## config.mk

```make
export PLATFORM = sky130hd
export DESIGN_NAME = rns_reverse_converter_pipe
export DESIGN_NICKNAME = d
export VERILOG_FILES = /design/src/rtl/rns_pkg.sv /design/src/rtl/rns_mod_add_pm1.sv /design/src/rtl/rns_reverse_converter_pipe.sv
export SDC_FILE = /design/constraint.sdc
export NUM_CORES = 1
export LEC_CHECK = 0
export BUFFER_PORTS_ARGS = -buffer_cell sky130_fd_sc_hd__buf_2
export CAP_MARGIN = 10
export CORE_AREA = 3 3 135 137
export CTS_CLUSTER_SIZE = 24
export DETAILED_ROUTE_END_ITERATION = 8
export DIE_AREA = 0 0 138 140
export PLACE_DENSITY = 0.69
export SLEW_MARGIN = 5
export SYNTH_ARGS = -nofsm -noshare
export SYNTH_HDL_FRONTEND = slang
export SYNTH_SLANG_ARGS = --single-unit
```

## constraint.sdc

```tcl
create_clock -name clk -period 11.6 [get_ports clk]
set_input_delay 1.16 -clock clk [delete_from_list [all_inputs] [get_ports clk]]
set_output_delay 1.16 -clock clk [all_outputs]
set_load 0.02 [all_outputs]
```

## src/rtl/rns_pkg.sv

```systemverilog
// Shared helpers for the RNS {2^N+1, 2^N, 2^N-1} reverse converter.
package rns_pkg;

  localparam int unsigned N_MIN = 2;
  localparam int unsigned N_MAX = 16;
  localparam int unsigned W_MAX = 2 * N_MAX;

  // Width of the Y path (W = 2N) for a given residue width.
  function automatic int unsigned width_w(input int unsigned n);
    return 2 * n;
  endfunction

  // Dynamic range M = (2^N+1) * 2^N * (2^N-1).
  function automatic logic [63:0] modulus_product(input int unsigned n);
    logic [63:0] p;
    p = 64'd1 << n;
    return (p + 64'd1) * p * (p - 64'd1);
  endfunction

  // Addition modulo 2^w-1 on operands already below 2^w.
  // End-around carry taken from p+q+1, so the all-ones code never appears.
  function automatic logic [W_MAX-1:0] mod_add_2w(input logic [W_MAX-1:0] p,
                                                  input logic [W_MAX-1:0] q,
                                                  input int unsigned w);
    logic [W_MAX:0] raw;
    logic [W_MAX:0] inc;
    logic [W_MAX:0] mask;
    logic [W_MAX:0] carry;
    raw   = {1'b0, p} + {1'b0, q};
    inc   = raw + (W_MAX + 1)'(1);
    mask  = ((W_MAX + 1)'(1) << w) - (W_MAX + 1)'(1);
    carry = inc >> w;
    if (carry[0]) begin
      return W_MAX'(inc & mask);
    end
    return W_MAX'(raw & mask);
  endfunction

endpackage

```

## src/rtl/rns_mod_add_pm1.sv

```systemverilog
// Combinational adder modulo 2^W-1 (result never all-ones).
module rns_mod_add_pm1
  import rns_pkg::*;
#(
  parameter int unsigned W = 20
) (
  input  logic [W-1:0] a,
  input  logic [W-1:0] b,
  output logic [W-1:0] sum
);

  logic [W_MAX-1:0] a_ext;
  logic [W_MAX-1:0] b_ext;

  // Zero-extend operands to the package's fixed helper width.
  always_comb begin
    a_ext = '0;
    b_ext = '0;
    a_ext[W-1:0] = a;
    b_ext[W-1:0] = b;
  end

  assign sum = W'(mod_add_2w(a_ext, b_ext, W));

endmodule

```

## src/rtl/rns_reverse_converter_pipe.sv

```systemverilog
// Pipelined RNS-to-binary converter for moduli {2^N+1, 2^N, 2^N-1}.
// Three registered stages with a single global stall (adv).
module rns_reverse_converter_pipe
  import rns_pkg::*;
#(
  parameter int unsigned N = 10
) (
  input  logic           clk,
  input  logic           rst,
  input  logic           in_valid,
  output logic           in_ready,
  input  logic [N:0]     x1,
  input  logic [N-1:0]   x2,
  input  logic [N-1:0]   x3,
  output logic           out_valid,
  input  logic           out_ready,
  output logic [3*N-1:0] out,
  output logic           out_err
);

  localparam int unsigned W = width_w(N);
  localparam logic [N:0] TWO_POW_N = {1'b1, {N{1'b0}}};

  logic         adv;
  logic [W-1:0] a1;
  logic [W-1:0] a2;
  logic [W-1:0] a3;
  logic [W-1:0] d1;
  logic [W-1:0] s23;
  logic [W-1:0] y;
  logic         err_in;

  // Stage 1 registers
  logic         v1;
  logic [W-1:0] d1_q;
  logic [W-1:0] s23_q;
  logic [N-1:0] x2_q1;
  logic         err_q1;

  // Stage 2 registers
  logic         v2;
  logic [W-1:0] y_q;
  logic [N-1:0] x2_q2;
  logic         err_q2;

  assign adv      = ~out_valid | out_ready;
  assign in_ready = adv;

  // Coefficients: a1 and a3 are two copies of a rotated residue.
  for (genvar g = 0; g < 2; g++) begin : g_coef
    assign a1[g*N +: N] = {x1[N] ^ x1[0], x1[N-1:1]};
    assign a3[g*N +: N] = {x3[0], x3[N-1:1]};
  end

  assign a2     = {~x2, {N{1'b1}}};
  assign d1     = a1 - W'(x1);
  assign err_in = x1 > TWO_POW_N;

  rns_mod_add_pm1 #(.W(W)) u_add_23 (
    .a   (a2),
    .b   (a3),
    .sum (s23)
  );

  rns_mod_add_pm1 #(.W(W)) u_add_y (
    .a   (d1_q),
    .b   (s23_q),
    .sum (y)
  );

  // Stage 1: capture d1, partial sum a2+a3, x2 and the range flag.
  always_ff @(posedge clk or posedge rst) begin
    if (rst) begin
      v1     <= 1'b0;
      d1_q   <= '0;
      s23_q  <= '0;
      x2_q1  <= '0;
      err_q1 <= 1'b0;
    end else if (adv) begin
      v1     <= in_valid;
      d1_q   <= d1;
      s23_q  <= s23;
      x2_q1  <= x2;
      err_q1 <= in_valid & err_in;
    end
  end

  // Stage 2: final modular sum Y.
  always_ff @(posedge clk or posedge rst) begin
    if (rst) begin
      v2     <= 1'b0;
      y_q    <= '0;
      x2_q2  <= '0;
      err_q2 <= 1'b0;
    end else if (adv) begin
      v2     <= v1;
      y_q    <= y;
      x2_q2  <= x2_q1;
      err_q2 <= v1 & err_q1;
    end
  end

  // Stage 3: output register; invalid inputs produce a zero result.
  always_ff @(posedge clk or posedge rst) begin
    if (rst) begin
      out_valid <= 1'b0;
      out       <= '0;
      out_err   <= 1'b0;
    end else if (adv) begin
      out_valid <= v2;
      out       <= err_q2 ? '0 : {y_q, x2_q2};
      out_err   <= v2 & err_q2;
    end
  end

endmodule

```

==> results.md <==
- Layout cell share with drive strength beyond 1: 0.121
- Commonest non-fill, non-tap cell in the layout: nand2_1
- Worst path slowest cell: and4_1
- Netlist Area Pre-Place: 0.00837 mm^2
- Worst r2r dst: y_q[9]$_DFFE_PP0P_
- Relative slew slack: 0.334
- Crit path buffers/inverters: 0
- Area Growth Syn to Fin: 12.5%
- H-tree depth: 4
- Clock latency on the worst-skew pair: 0.42 ns
- Root buffer cell: clkbuf_16
- Reg2reg setup slack: 7.18 ns
- Reg clk slew, reported paths: 0.05 ns
- Via count: 7236
- DR WL met2: 8.66 mm
- Worst setup path end: y_q[9]$_DFFE_PP0P_
- Crit. path cell count: 12
- Wirelength per Cell: 15.4 um
- Net Count, Synth: 1094
- Row cnt: 48
- Die width: 138 um
- Largest net degree at the start of global routing: 108
- Final Max Tran Viols: 0
- #FFs+latches synth: 116
- Via-to-Cell Ratio: 5.63
- Family with the most delay on the worst path: simple AND/OR/NAND/NOR gates
- Synth top area cells: dfrtp_1 (35%), nand2_1 (8.6%), ha_1 (7.6%)
- Cts bufs inserted: 17
- Commonest non-fill, non-tap cells in the layout: nand2_1 (192), dfrtp_1 (116), buf_2 (67), nor2_1 (65), o21ai_0 (61)
- Max-capacitance violation count: 0
- Crit path time final: 4.42 ns
- Element type at the critical path end: flop
- Inserted Diodes: 0
- Ratio of final minimum period to clock period: 0.381
- Worst-margin pin slew: 0.999 ns
- Post-synthesis sequential area ratio: 0.347
- CTS sink cnt: 116
- Worst path max stage delay: 0.66 ns
- Yosys Warn Count: 0
- Post-CTS resize count: 0
- # DRC: 0
- Syn avg cell area: 8.32 um^2
- Post-synth ARST share: 1.00
- DR WL met3: 821 um
- TritonCTS clock tree: yes
- Drt first pass iters: 5
- Ports: 68
- Final setup fails: 0
- Layout Nets: 1135
- Critical path type: flop to flop
- Max IR drop VDD: 0.000163 V
- Final wirelength: 19.8 mm
- Max Fanout on Critical Path: 15
- Core Region: 0.0172 mm^2
- Top Metal Used: met4
- Distinct cells, synth: 82
- Total negative slack: 0 ns
- Routed Antenna Nets: 0
- Hold Fails Final Rpt: 0
- Buffers added on ports: 67
- Number of synthesized flops with an enable pin: 0
- Crit path DAT: 4.72 ns
- Crit path cell chain: ha_1 -> fa_1 -> a211oi_1 -> o21ai_1 -> a31oi_1 -> xnor2_1 -> nand3_1 -> nor4b_1 -> and4_1 -> nor2_2 -> a41o_1 -> a22o_1
- Hold_buf cts: 0
- Leading area contributor after synthesis: dfrtp_1
- Vias in the first global route: 6514
- RSZ-0062 raised after global routing: false
- Reg2reg start: d1_q[0]$_DFFE_PP0P_
- Hold Crit Class: flop to flop
- Power Dens Cells: 248 mW/mm^2
- Initial detailed-routing violation count: 472
- Critical path startpoint: d1_q[0]$_DFFE_PP0P_
- Die height: 140 um
- Clock Skew: 0.00705 ns
- Die ar.: 0.0193 mm^2
- Crit path launch type: flop
- Area share of the largest cell type after synthesis: 0.347
- Pleak: 0.00423 uW
- CTS Buffer Depth: 2
- Max Fclk: 226 MHz
- Global Route Usage Sum: 0.203
- GRT Residual Overflow: 0
- DP HPWL: 14.8 mm
- Postcts setup bufs: 0
- Initial antenna violation count: 0
- Initial Util: 0.487
- DRT met1 WL: 9.89 mm
- First-pass GRT wire length: 32.8 mm
- Ys flop type: dfrtp_1
- Routability-driven placement congestion ratio: 0.947
- Run status: finished, final reports clean
- Min Hold Slack: 0.457 ns
- Worst Reg-to-Reg Cells: 12
- Syn Inst Count: 1006
- Worst EP required: 11.90 ns
-- synthesized netlist by cell type (4+ instances only) --
library cell	count
a2111oi_0	4
a211o_1	4
a211oi_1	7
a21o_1	12
a21oi_1	48
a31oi_1	9
and2_1	8
and3_1	13
and3b_1	4
and4_1	5
buf_2	6
clkbuf_1	38
dfrtp_1	116
ha_1	51
inv_1	46
mux2i_1	4
nand2_1	192
nand2b_1	4
nand3_1	34
nand3b_1	35
nand4_1	7
nor2_1	65
nor2b_1	8
nor3_1	26
o2111ai_1	5
o21a_1	15
o21ai_0	61
o21ai_1	7
o21bai_1	9
o311a_1	4
o31a_1	7
o31ai_1	6
or3_1	9
xnor2_1	53
xor2_1	10
-- cell type report --
cell class / count / area (um^2)
well taps: 225 / 282
repair buffers: 71 / 365
clock inverters: 15 / 171
multi-input cells: 795 / 5090
fillers: 1680 / 7760
flip-flops and latches: 116 / 2900
inverters: 46 / 175
clock buffers: 17 / 425
-- worst min-delay path by stage --
stage                         start  slack [ns]  depth (start not counted)                    to
2_1_floorplan  x2_q2[0]$_DFFE_PP0P_        0.44                          2  x2_q2[0]$_DFFE_PP0P_
3_3_place_gp    out[21]$_DFFE_PP0P_        0.44                          2   out[21]$_DFFE_PP0P_
3_5_place_dp    out[12]$_DFFE_PP0P_        0.45                          2   out[12]$_DFFE_PP0P_
4_1_cts         out[18]$_DFFE_PP0P_        0.46                          2   out[18]$_DFFE_PP0P_
5_1_grt         out[15]$_DFFE_PP0P_        0.48                          2   out[15]$_DFFE_PP0P_
6_report        out[16]$_DFFE_PP0P_        0.46                          2   out[16]$_DFFE_PP0P_
-- metal layers --
layer	up-vias	GRT usage
li1	3648	-
met1	3400	0.303
met2	161	0.301
met3	27	0.0324
met4	0	0.0640
met5	-	0
-- worst min-delay path, delay by kind of cell, from the launching register on --
kind          cells  cell delay, ns
simple gates      2            0.09
flops             1            0.33
-- flip-flops by register name, summed over array words and instances, names as in the netlist --
register	cells
out	30
err_q1	1
s23_q	20
out_err	1
out_valid	1
v1	1
err_q2	1
d1_q	20
v2	1
y_q	20
x2_q1	10
x2_q2	10
-- power by group --
part / internal [uW] / switching (uW)
Clock: 322 / 203
Combinational: 447 / 694
Sequential: 565 / 101
-- through the flow --
step / utilization / setup WS (ns) / instance area (um^2) / total power [uW] / std cells
after global routing: 0.548 / 6.83 / 9410 / 2520 / 1285
final: 0.548 / 7.18 / 9410 / 2330 / 1285
after detailed placement: 0.513 / 6.97 / 8810 / 1810 / 1253
after global placement: 0.513 / 7.08 / 8810 / 1790 / 1253
after CTS: 0.548 / 7.19 / 9410 / 2340 / 1285
after floorplan: - / 7.37 / 8370 / 1530 / 1006
-- logic make-up (layout without fill, tap and decap cells) --
group / after synthesis / in the layout / synth area share
AOI/OAI and AO/OA: 231 / 231 / 0.185
buffers and inverters: 95 / 149 / 0.0455
DFF: 116 / 116 / 0.347
muxes: 5 / 5 / 0.00613
xor gates and xnor gates: 65 / 65 / 0.0698
and+or+nand+nor: 441 / 441 / 0.266
adders and majority gates: 53 / 53 / 0.0811
(Power assumes the default switching activity.)
